<file path="src/rtl/sram_ctrl_pkg.sv">
// Shared types and defaults for the single-port SRAM RW arbiter.
// Build option: define INIT_CLEAR_EN to zero the macro after every reset.
package sram_ctrl_pkg;

  localparam int SRAM_DATA_WIDTH = 2;
  localparam int SRAM_ADDR_WIDTH = 4;
  // Handshake edge to rvalid edge; set by the macro's registered read path.
  localparam int READ_LAT        = 2;

  typedef enum logic {
    INIT = 1'b0,
    RUN  = 1'b1
  } state_t;

  typedef enum logic {
    REQ0 = 1'b0,
    REQ1 = 1'b1
  } req_id_t;

  // One stage of the read-return shift register.
  typedef struct packed {
    logic    vld;
    req_id_t id;
  } rd_slot_t;

endpackage

</file>
<file path="src/rtl/sram_rr_arb2.sv">
// Two-way round-robin arbiter. The grant is combinational; the pointer moves
// to the other requester after every accepted request.
module sram_rr_arb2
  import sram_ctrl_pkg::*;
(
  input  logic       i_clk,
  input  logic       i_rst,
  input  logic       i_en,
  input  logic [1:0] i_valid,
  output logic [1:0] o_grant
);

  req_id_t r_ptr;

  // Grant: a lone requester always wins, a tie goes to the pointer.
  always_comb begin
    o_grant = 2'b00;
    if (i_en) begin
      if (i_valid == 2'b11) begin
        o_grant = (r_ptr == REQ0) ? 2'b01 : 2'b10;
      end else begin
        o_grant = i_valid;
      end
    end else begin
      o_grant = 2'b00;
    end
  end

  // Pointer: after an accept, favour the requester that was not served.
  always_ff @(posedge i_clk) begin
    if (i_rst) begin
      r_ptr <= REQ0;
    end else if (o_grant != 2'b00) begin
      r_ptr <= o_grant[0] ? REQ1 : REQ0;
    end else begin
      r_ptr <= r_ptr;
    end
  end

endmodule

</file>
<file path="src/rtl/sram_rw_arbiter.sv">
// Shares the RW port of one OpenRAM single-port macro between two requesters.
// Macro pins are driven from registers; dout0 is captured READ_LAT edges
// after the accepting edge. Build option INIT_CLEAR_EN adds a post-reset
// sweep that writes zero to every address before requests are accepted.
module sram_rw_arbiter
  import sram_ctrl_pkg::*;
#(
  parameter int DATA_WIDTH = SRAM_DATA_WIDTH,
  parameter int ADDR_WIDTH = SRAM_ADDR_WIDTH
) (
  input  logic                  clk0,
  input  logic                  rst0,
  input  logic                  req0_valid,
  output logic                  req0_ready,
  input  logic                  req0_we,
  input  logic [ADDR_WIDTH-1:0] req0_addr,
  input  logic [DATA_WIDTH-1:0] req0_wdata,
  output logic                  req0_rvalid,
  output logic [DATA_WIDTH-1:0] req0_rdata,
  input  logic                  req1_valid,
  output logic                  req1_ready,
  input  logic                  req1_we,
  input  logic [ADDR_WIDTH-1:0] req1_addr,
  input  logic [DATA_WIDTH-1:0] req1_wdata,
  output logic                  req1_rvalid,
  output logic [DATA_WIDTH-1:0] req1_rdata,
  output logic                  sram_csb0,
  output logic                  sram_web0,
  output logic [ADDR_WIDTH-1:0] sram_addr0,
  output logic [DATA_WIDTH-1:0] sram_din0,
  input  logic [DATA_WIDTH-1:0] sram_dout0,
  output logic                  init_done
);

`ifdef INIT_CLEAR_EN
  localparam logic [ADDR_WIDTH:0] L_DEPTH = {1'b1, {ADDR_WIDTH{1'b0}}};
  localparam state_t L_RST_STATE = INIT;
`else
  localparam state_t L_RST_STATE = RUN;
`endif

  state_t                r_state;
  state_t                w_state_nxt;
  logic                  r_init_done;
  logic                  w_clr_issue;
  logic [ADDR_WIDTH-1:0] w_clr_addr;
  logic                  w_run;
  logic [1:0]            w_grant;
  logic                  w_xfer;
  req_id_t               w_id;
  logic                  w_we;
  logic [ADDR_WIDTH-1:0] w_addr;
  logic [DATA_WIDTH-1:0] w_wdata;
  logic                  r_csb;
  logic                  r_web;
  logic [ADDR_WIDTH-1:0] r_addr;
  logic [DATA_WIDTH-1:0] r_din;
  rd_slot_t              r_pipe [READ_LAT];
  logic                  r_rvalid0;
  logic                  r_rvalid1;
  logic [DATA_WIDTH-1:0] r_rdata0;
  logic [DATA_WIDTH-1:0] r_rdata1;

`ifdef INIT_CLEAR_EN
  logic [ADDR_WIDTH:0]   r_clr_cnt;

  // Sweep counter: one address per cycle while INIT, restarts on reset.
  always_ff @(posedge clk0) begin
    if (rst0) begin
      r_clr_cnt <= {(ADDR_WIDTH+1){1'b0}};
    end else if (w_clr_issue) begin
      r_clr_cnt <= r_clr_cnt + {{ADDR_WIDTH{1'b0}}, 1'b1};
    end else begin
      r_clr_cnt <= r_clr_cnt;
    end
  end
`endif

  // State register.
  always_ff @(posedge clk0) begin
    if (rst0) begin
      r_state <= L_RST_STATE;
    end else begin
      r_state <= w_state_nxt;
    end
  end

  // Next state: INIT leaves on the edge after the last sweep address issues.
  always_comb begin
    w_state_nxt = r_state;
    case (r_state)
`ifdef INIT_CLEAR_EN
      INIT: begin
        if (r_clr_cnt == L_DEPTH) begin
          w_state_nxt = RUN;
        end else begin
          w_state_nxt = INIT;
        end
      end
`else
      INIT:    w_state_nxt = RUN;
`endif
      RUN:     w_state_nxt = RUN;
      default: w_state_nxt = L_RST_STATE;
    endcase
  end

  // State outputs: sweep write strobe and address.
  always_comb begin
`ifdef INIT_CLEAR_EN
    w_clr_issue = (r_state == INIT) && (r_clr_cnt != L_DEPTH);
    w_clr_addr  = r_clr_cnt[ADDR_WIDTH-1:0];
`else
    w_clr_issue = 1'b0;
    w_clr_addr  = {ADDR_WIDTH{1'b0}};
`endif
  end

  // init_done rises together with entry into RUN.
  always_ff @(posedge clk0) begin
    if (rst0) begin
      r_init_done <= 1'b0;
    end else begin
      r_init_done <= (w_state_nxt == RUN);
    end
  end

  assign w_run = (r_state == RUN) && r_init_done && !rst0;

  sram_rr_arb2 u_arb (
    .i_clk   (clk0),
    .i_rst   (rst0),
    .i_en    (w_run),
    .i_valid ({req1_valid, req0_valid}),
    .o_grant (w_grant)
  );

  assign req0_ready = w_grant[0];
  assign req1_ready = w_grant[1];
  assign w_xfer     = w_grant[0] | w_grant[1];
  assign w_id       = w_grant[1] ? REQ1 : REQ0;
  assign w_we       = w_grant[1] ? req1_we    : req0_we;
  assign w_addr     = w_grant[1] ? req1_addr  : req0_addr;
  assign w_wdata    = w_grant[1] ? req1_wdata : req0_wdata;

  // Macro pin registers: sweep write, granted op, or deselect holding addr/din.
  always_ff @(posedge clk0) begin
    if (rst0) begin
      r_csb  <= 1'b1;
      r_web  <= 1'b1;
      r_addr <= {ADDR_WIDTH{1'b0}};
      r_din  <= {DATA_WIDTH{1'b0}};
    end else if (w_clr_issue) begin
      r_csb  <= 1'b0;
      r_web  <= 1'b0;
      r_addr <= w_clr_addr;
      r_din  <= {DATA_WIDTH{1'b0}};
    end else if (w_xfer) begin
      r_csb  <= 1'b0;
      r_web  <= !w_we;
      r_addr <= w_addr;
      r_din  <= w_wdata;
    end else begin
      r_csb  <= 1'b1;
      r_web  <= 1'b1;
    end
  end

  // Read-return shift register tagging each accepted read with its requester.
  always_ff @(posedge clk0) begin
    if (rst0) begin
      for (int i = 0; i < READ_LAT; i++) begin
        r_pipe[i] <= '{vld: 1'b0, id: REQ0};
      end
    end else begin
      r_pipe[0] <= '{vld: w_xfer && !w_we, id: w_id};
      for (int i = 1; i < READ_LAT; i++) begin
        r_pipe[i] <= r_pipe[i-1];
      end
    end
  end

  // Capture macro dout into the owning requester's rdata with a one-cycle rvalid.
  always_ff @(posedge clk0) begin
    if (rst0) begin
      r_rvalid0 <= 1'b0;
      r_rvalid1 <= 1'b0;
      r_rdata0  <= {DATA_WIDTH{1'b0}};
      r_rdata1  <= {DATA_WIDTH{1'b0}};
    end else begin
      r_rvalid0 <= r_pipe[READ_LAT-1].vld && (r_pipe[READ_LAT-1].id == REQ0);
      r_rvalid1 <= r_pipe[READ_LAT-1].vld && (r_pipe[READ_LAT-1].id == REQ1);
      if (r_pipe[READ_LAT-1].vld && (r_pipe[READ_LAT-1].id == REQ0)) begin
        r_rdata0 <= sram_dout0;
      end
      if (r_pipe[READ_LAT-1].vld && (r_pipe[READ_LAT-1].id == REQ1)) begin
        r_rdata1 <= sram_dout0;
      end
    end
  end

  assign sram_csb0   = r_csb;
  assign sram_web0   = r_web;
  assign sram_addr0  = r_addr;
  assign sram_din0   = r_din;
  assign req0_rvalid = r_rvalid0;
  assign req1_rvalid = r_rvalid1;
  assign req0_rdata  = r_rdata0;
  assign req1_rdata  = r_rdata1;
  assign init_done   = r_init_done;

endmodule

</file>
<file path="config.mk">
export PLATFORM = sky130hd
export DESIGN_NAME = sram_rw_arbiter
export DESIGN_NICKNAME = d
export VERILOG_FILES = /design/src/rtl/sram_ctrl_pkg.sv /design/src/rtl/sram_rr_arb2.sv /design/src/rtl/sram_rw_arbiter.sv
export SDC_FILE = /design/constraint.sdc
export NUM_CORES = 1
export LEC_CHECK = 0
export CORE_ASPECT_RATIO = 1.1
export CORE_MARGIN = 8
export CORE_UTILIZATION = 45
export DETAILED_ROUTE_END_ITERATION = 7
export DONT_BUFFER_PORTS = 1
export PLACE_DENSITY = 0.66
export REMOVE_ABC_BUFFERS = 1
export SLEW_MARGIN = 20
export SYNTH_ARGS = -nofsm -noshare
export SYNTH_HDL_FRONTEND = slang
export SYNTH_SLANG_ARGS = --single-unit
</file>
<file path="constraint.sdc">
create_clock -name clk0 -period 1.3 [get_ports clk0]
set_clock_uncertainty 0.1 [all_clocks]
set_input_delay 0.26 -clock clk0 [delete_from_list [all_inputs] [get_ports clk0]]
set_output_delay 0.26 -clock clk0 [all_outputs]
set_load 0.05 [all_outputs]
</file>
; ---- Word-level counts from Yosys, hierarchy flattened
; Memories as Yosys holds them, arrays and structs flattened.
; Index checks and enable logic that the tools add are counted.
[totals]
register_bits = 16
mem_bits_rw = 4
inputBits = 20
mem_count = 1
[classes]
eq_ne = 1
muxes = 14
n_bitwise = 5
n_reduce_logical = 8
[mem_list]
columns = name, depth, word_bits, read_ports, rd_ports_with_merged_regs, write_ports, line
row1 = r_pipe, 2, 2, 2, 0, 2, sram_rw_arbiter.sv:58  ; rd_slot_t r_pipe [READ_LAT];
[ops]
columns = cell, n
row1 = 2-bit 2-to-1 mux, 6
row2 = 1-bit 2-to-1 mux, 7
row3 = 1-bit logical AND, 4
row4 = 4-bit 2-to-1 mux, 1
row5 = 1-bit bitwise OR, 3
row6 = "2-bit == test, second input constant", 1
row7 = 1-bit logical NOT, 2
row8 = 1-bit inverter, 2
row9 = 2-bit nonzero test, 1
row10 = 2-bit OR reduction, 1

; ---- Longest topological paths before layout
; Gate-level depths: netlist of run 1.
[logic_depth]
ltp_word = 7
depth_mapped = 6

; ---- Cells and area by module
; From an unflattened synthesis of run 1, not the netlist that was laid out.
[hier_totals]
cells_unflattened = 77
area_unflattened_um2 = 782.0
[by_module_without_submodules]
columns = mod, instances, cells_each, area_each_um2, seq_area_each_um2
row1 = sram_rw_arbiter, 1, 69, 726.9, 380.4
row2 = sram_rr_arb2, 1, 8, 55.1, 20.0

; ---- Least setup slack after synthesis of run 1
; Ideal clock, no wire load.
[synth_path]
kind = reg2out
start = register r_init_done, in the netlist init_done
end = output req0_ready
t_arrival_ps = 1442
path_slack_ps = -502
stages_incl_launch_ff = 4
cell_sequence = dfxtp_1 > nor2b_1 > buf_2 > and3_1
[synth_between]
elab_chain_len = 2
[synth_rtl]
columns = element, line
row1 = from (decl), sram_rw_arbiter.sv:44  ; logic r_init_done;
row2 = from (signal assigned), sram_rw_arbiter.sv:124  ; r_init_done <= (w_state_nxt == RUN);
row3 = 1-bit logical AND, sram_rw_arbiter.sv:128  ; assign w_run = (r_state == RUN) && r_init_done && !rst0;
row4 = 2-bit 2-to-1 mux, sram_rr_arb2.sv:18  ; if (i_en) begin
row5 = to (decl), sram_rw_arbiter.sv:14  ; output logic req0_ready,
; No other way between the ends.

; ---- Worst setup path in the final report of run 1
; Same ends and word-level chain as after synthesis.

==> impl_results.md, run 1 <==
- Status: finished, violations left
- Failing checks: setup timing
- Slew HR: 0.773
- H-tree depth: 1
- FF+latch count, synth: 20
- Placed cell area: between 900 and 1000 um^2
- Clock Latency Late Sink: between 0.2 and 0.3 ns
- Total GRT Usage: 0.114
- Worst Path Required: about 0.94 ns
- Drt first pass iters: 4
- Yosys top cell area share: 0.507
- Vias: approximately 700
- NetSw: 348 uW
- Mapped cell area: approximately 800 um^2
- Largest net degree at the start of global routing: 12
- Die Wd: around 56 um
- I/O pin total: 37
- Core area: 1720 um^2
- Initial Util: 0.459
- Final Hold Fails: 0
- Max cap viols: 0
- CP peak stage delay: around 0.34 ns
- FMAX: a little under 0.7 GHz
- Setup violators final: 2
- Synth Instances: 83
- Met1 Routed Length: 743 um
- Clock power frac: 0.230
- Drt wl/cell: roughly 16 um
- WP data arrival: around 1.1 ns
- Internal power: 855 uW
- Crit. End Element: output pin
- Dpl hpwl: approximately 1500 um
- Hold/Removal Path Class: input port to flip-flop
- Syn Area/Cell: 9.51 um^2
- Flop pwr share: 0.548
- Overflow after GRT: 0
- Sw Ratio: 0.289
- Final period util: 1.14
- Layout Nets: 127
- Critical Path Fanout Max: 3
- Num rows: 16
- CP max stage cell: dfxtp_2
- Post-route setup slack: -0.179 ns
- Worst hold slack: ~0.014 ns
- Clock slew at the register clock pins of the worst setup and hold paths: ~0.10 ns
- Pwr dens: between 1000 and 1500 nW/um^2
- Number of buffers created by CTS: 3
- Die Y-Extent: approximately 60 um
- Critical Path Source: init_done
- CTS Sinks: 20
- Distinct cells, synth: 25
- Share of layout cells above drive strength 1: 0.371
- Synth area leader: dfxtp_1
- Final critical-path required period: about 1.5 ns
- Worst r2r src: init_done
- Die ar.: about 3400 um^2
- Tightest Pin Transition: roughly 0.34 ns
- Startpoint Class: flip-flop
- Warnings from Yosys: 0
- Initial DRC Count: 15
- Initial antenna violation count: 0
- First-pass GRT wire length: roughly 3200 um
- Finished Layout Cells: approximately 120
- R2R Setup Slk: ~0.04 ns
- Routability cong.: ~0.8
- Placed Cells: roughly 120
- Area growth, synth to finish: 34.5%
- Routed wire length: between 1500 and 2000 um
- Met2 WL: between 900 and 1000 um
- CTS tree: yes
- Peak VDD IR: a little under 0.0007 V
- Final non-filler cell area: around 1100 um^2
- Highest routed metal layer: met4
- Diodes inserted: 0
- Antenna-violating nets left: 0
- Vias in the first global route: between 700 and 800
- # DRC: 0
- Vias per cell: ~5.7
- PortBufs: 0
- Crit-path cells: nor2b_4 > and3_4 > buf_12
- Sequential element share of the synthesized area: 0.507
- Clock buffer depth: 2
- Area contributors post-synth: dfxtp_1 51%, nand3_1 5.7%, a31oi_1 4.0%
- RSZ-0062 raised after global routing: yes
- WS Path Type: flip-flop to output pin
- Leakage: approximately 0.46 nW
- Combinational share of power: 0.222
- Clock Root Buffer: clkbuf_4
- Slew Viols, Final: 0
- Met3 WL: approximately 240 um
- Hold Startpoint: sram_dout0[1]
-- critical path, delay by kind of cell, from the launching register on --
family	cells	cell delay (ns)
simple gates	2	0.37
flops	1	0.34
buf+inv	1	0.13
-- metal layers --
metal | track usage | up-vias
met5 | 0 | -
met1 | 0.116 | 325
li1 | - | 340
met4 | 0.0378 | 0
met3 | 0.0658 | 4
met2 | 0.192 | 28
-- layout make-up --
| type | instances | area [um^2] |
|---|---|---|
| Timing Repair Buffer | 25 | 238 |
| Multi-Input combinational cell | 52 | 354 |
| Inverter | 5 | 21.3 |
| Fill cell | 152 | 659 |
| Sequential cell | 20 | 404 |
| Tap cell | 18 | 22.5 |
| Clock buffer | 3 | 22.5 |
-- power by group through the flow --
| stage | Clock [mW] | Combinational [mW] | Sequential [mW] |
|---|---|---|---|
| after global routing | 0.306 | 0.284 | 0.663 |
| after floorplan | 0 | 0.0788 | 0.752 |
| after CTS | 0.281 | 0.251 | 0.660 |
| after detailed placement | 0 | 0.236 | 0.673 |
| after global placement | 0 | 0.233 | 0.671 |
| final | 0.276 | 0.267 | 0.660 |
-- through the flow --
step           setup WS (ns)  total power [mW]   TNS (ns)   util
2_1_floorplan         -0.668             0.831      -5.20      -
3_3_place_gp       -0.000620             0.904  -0.000620  0.549
3_5_place_dp         -0.0177             0.909    -0.0177  0.549
4_1_cts               -0.179              1.19     -0.357  0.587
5_1_grt               -0.244              1.25     -0.482  0.617
6_report              -0.179              1.20     -0.349  0.617
-- flip-flops by register name (all words and copies together) (netlist names) --
register,cells
req0_rvalid,1
sram_csb0,1
req1_rdata,2
sram_web0,1
u_arb.r_ptr,1
sram_addr0,4
req0_rdata,2
sram_din0,2
r_pipe,4
init_done,1
req1_rvalid,1
-- logic make-up after synthesis --
logic type | after synthesis | share of synthesized area
AND/OR/NAND/NOR | 27 | 0.189
AO/OA/AOI/OAI | 23 | 0.200
flip-flops | 20 | 0.507
buffers and inverters | 11 | 0.0792
multiplexers | 2 | 0.0254
-- synthesized netlist by cell type (all sizes together) --
library cell	count
nor2b	4
a31oi	5
nand3	9
buf	4
nor3b	1
or2	1
a31o	1
dfxtp	20
a311oi	2
nor2	2
and2	1
mux2i	2
clkbuf	2
a21oi	4
nand2b	2
and4	1
and3	2
inv	5
nand2	4
a22oi	4
a211oi	1
o21ai	6
-- repair_timing --
action	in CTS	in global routing
pin swaps	1	2
endpoints found under the hold margin	11	0
gates resized for setup	6	6
endpoints found under the setup margin	2	6
setup buffers	1	2
hold buffers	2	0
-- final timing paths --
kind,endpoint,cells past startpoint
setup / recovery,req0_ready,3
hold / removal,req1_rdata[1],2
setup reg to reg,sram_din0[1],5
hold reg to reg,r_pipe[0][3],1
-- cells in the final DEF (no fill, tap or decap), types with 3 or more instances in the layout --
| master | n |
|---|---|
| buf_4 | 18 |
| dfxtp_1 | 17 |
| nand3_1 | 9 |
| o21ai_0 | 6 |
| a31oi_1 | 5 |
| nand2_1 | 4 |
| a21oi_1 | 4 |
| a22oi_1 | 4 |
| inv_1 | 3 |
| nor2b_1 | 3 |
| clkbuf_4 | 3 |
| dfxtp_2 | 3 |
| buf_12 | 3 |
No activity file was read; power rests on OpenSTA's default activity.
==> run 2, diff against run 1 <==
- CORE_ASPECT_RATIO: 1.1 -> 0.8
==> impl_results.md, run 2 (synthesized netlist as in run 1, its figures left out) <==
- Critical Path Fanout Max: 3 (unchanged)
- Most common cell after layout, fill and taps aside: buf_4 (unchanged)
- Sw Ratio: 0.285 (was 0.289)
- Worst reg2reg path depth: 5 (unchanged)
- NetSw: 364 uW (was 348 uW)
- Layout Nets: 127 (unchanged)
- Final period util: 1.15 (was 1.14)
- Largest net degree at the start of global routing: 12 (unchanged)
- Initial Util: 0.481 (was 0.459)
- Worst hold path depth: 2 (unchanged)
- Diodes inserted: 0 (unchanged)
- Critical Path Source: init_done (unchanged)
- Final critical-path required period: 1.50 ns (was 1.48 ns)
- Routed wire length: 1930 um (was 1960 um)
- First-pass GRT wire length: 3080 um (was 3150 um)
- Crit-path cells: nor2b_4 > and3_4 > buf_12 (unchanged)
- Flop pwr share: 0.515 (was 0.548)
- Most frequent cells in the layout: 19 x buf_4, 18 x dfxtp_1, 8 x nand3_1 (was 18 x buf_4, 17 x dfxtp_1, 9 x nand3_1)
- Overflow after GRT: 0 (unchanged)
- Setup TNS: -0.428 ns (was -0.349 ns)
- Vias per cell: 5.22 (was 5.67)
- Clock buffer depth: 2 (unchanged)
- Num rows: 13 (was 16)
- Die Wd: 62.8 um (was 55.9 um)
- Combinational share of power: 0.205 (was 0.222)
- Slew Viols, Final: 0 (unchanged)
- Clock slew at the register clock pins of the worst setup and hold paths: 0.11 ns (was 0.10 ns)
- Post-route setup slack: -0.201 ns (was -0.179 ns)
- Startpoint Class: flip-flop (unchanged)
- Routability cong.: 0.756 (was 0.820)
- RSZ-0062 raised after global routing: yes (unchanged)
- Total GRT Usage: 0.114 (about the same)
- PortBufs: 0 (unchanged)
- Number of buffers created by CTS: 3 (unchanged)
- Initial antenna violation count: 0 (unchanged)
- Vias: 668 (was 697)
- Worst reg2reg endpoint: sram_addr0[3] (was sram_din0[1])
- Initial DRC Count: 8 (was 15)
- CTS Sinks: 20 (unchanged)
- Total power: 1.28 mW (was 1.20 mW)
- Tightest Pin Transition: 0.359 ns (was 0.340 ns)
- Setup violators final: 4 (was 2)
- Clock power frac: 0.280 (was 0.230)
- Area growth, synth to finish: 36.0% (was 34.5%)
- Crit. End Element: output pin (unchanged)
- # DRC: 0 (unchanged)
- Failing checks: setup timing (unchanged)
- Dpl hpwl: 1460 um (was 1490 um)
- Peak VDD IR: 0.00104 V (was 0.000691 V)
- WS Path Type: flip-flop to output pin (unchanged)
- WP data arrival: 1.14 ns (was 1.12 ns)
- Filler cells: 138 (was 152)
- Final Hold Fails: 0 (unchanged)
- Internal power: 914 uW (was 855 uW)
- CP max stage cell: dfxtp_2 (unchanged)
- Antenna-violating nets left: 0 (unchanged)
- Die ar.: 3360 um^2 (was 3350 um^2)
- Leakage: 0.461 nW (was 0.457 nW)
- Clock Latency Late Sink: 0.30 ns (was 0.28 ns)
- Core Util, Final: 0.653 (was 0.617)
- Worst Path Required: 0.94 ns (about the same)
- CTS tree: yes (unchanged)
- Vias in the first global route: 666 (was 704)
- Pwr dens: 1190 nW/um^2 (was 1130 nW/um^2)
- FMAX: 0.666 GHz (was 0.676 GHz)
- R2R Setup Slk: -0.05 ns (was 0.04 ns)
- Die Y-Extent: 53.5 um (was 59.9 um)
- Max cap viols: 0 (unchanged)
- I/O pin total: 37 (unchanged)
- Clock Root Buffer: clkbuf_4 (unchanged)
- Finished Layout Cells: 128 (was 123)
- Drt first pass iters: 3 (was 4)
- Share of layout cells above drive strength 1: 0.358 (was 0.371)
- Slew HR: 0.760 (was 0.773)
- Worst setup path endpoint: req0_ready (unchanged)
- Worst r2r src: init_done (unchanged)
- Core area: 1640 um^2 (was 1720 um^2)
- Hold/Removal Path Class: input port to flip-flop (unchanged)
- Placed Cells: 121 (was 115)
- Status: finished, violations left (unchanged)
- Drt wl/cell: 15.1 um (was 15.9 um)
- CP peak stage delay: 0.34 ns (about the same)
- H-tree depth: 1 (unchanged)
-- run 2: cell types whose count changed in the layout (fill, tap and decap cells not counted), sizes merged --
cell | before | now
clkbuf | 3 | 4
-- run 2: timing repair --
action / 4_1_cts / 5_1_grt
endpoints found under the setup margin: 4 / 12
gates resized for setup: 6 / 3
pin swaps: 1 / 3
endpoints found under the hold margin: 11 / 0
hold buffers: 2 / 0
setup buffers: 2 / 1
-- run 2: per-stage QoR --
step | setup WS, ns | cell area (um^2) | hold WS [ns]
global placement | -0.00431 | 978 | 0.231
finish | -0.201 | 1070 | 0.00132
CTS | -0.254 | 1070 | 0.00109
floorplan | -0.668 | 748 | 0.228
detailed placement | -0.0473 | 978 | 0.232
global route | -0.263 | 1070 | 0.00280
-- run 2: critical path, delay by kind of cell (launching register included) --
kind | cells | cell delay, ns
and+or+nand+nor | 2 | 0.37
DFF | 1 | 0.34
buffers and inverters | 1 | 0.13
-- run 2: cell type report --
| class | count | area (um^2) | area share |
|---|---|---|---|
| clock buffers | 4 | 36.3 | 0.0338 |
| repair buffers | 25 | 234 | 0.218 |
| well taps | 22 | 27.5 | 0.0256 |
| multi-input cells | 52 | 352 | 0.328 |
| flip-flops and latches | 20 | 403 | 0.375 |
| inverters | 5 | 21.3 | 0.0198 |
-- run 2: worst min-delay path by stage --
stage | startpoint | to
after floorplan | rst0 | sram_addr0[3]
after global placement | rst0 | req1_rdata[1]
after detailed placement | rst0 | sram_din0[1]
after CTS | sram_dout0[1] | req1_rdata[1]
after global routing | sram_dout0[0] | req1_rdata[0]
final | sram_dout0[1] | req1_rdata[1]
-- run 2: power by group through the flow --
stage | Sequential, mW | Combinational, mW | Clock [mW]
floorplan | 0.752 | 0.0788 | 0
finish | 0.659 | 0.262 | 0.357
global placement | 0.671 | 0.240 | 0
detailed placement | 0.671 | 0.243 | 0
global route | 0.663 | 0.277 | 0.387
CTS | 0.658 | 0.263 | 0.366
-- run 2: per-layer routing --
layer | vias to the layer above | global-route usage | wire length [um]
met5 | - | 0 | 0
met4 | 0 | 0.0302 | 13
met3 | 2 | 0.0632 | 168
met2 | 20 | 0.202 | 985
met1 | 308 | 0.118 | 767
li1 | 338 | - | -
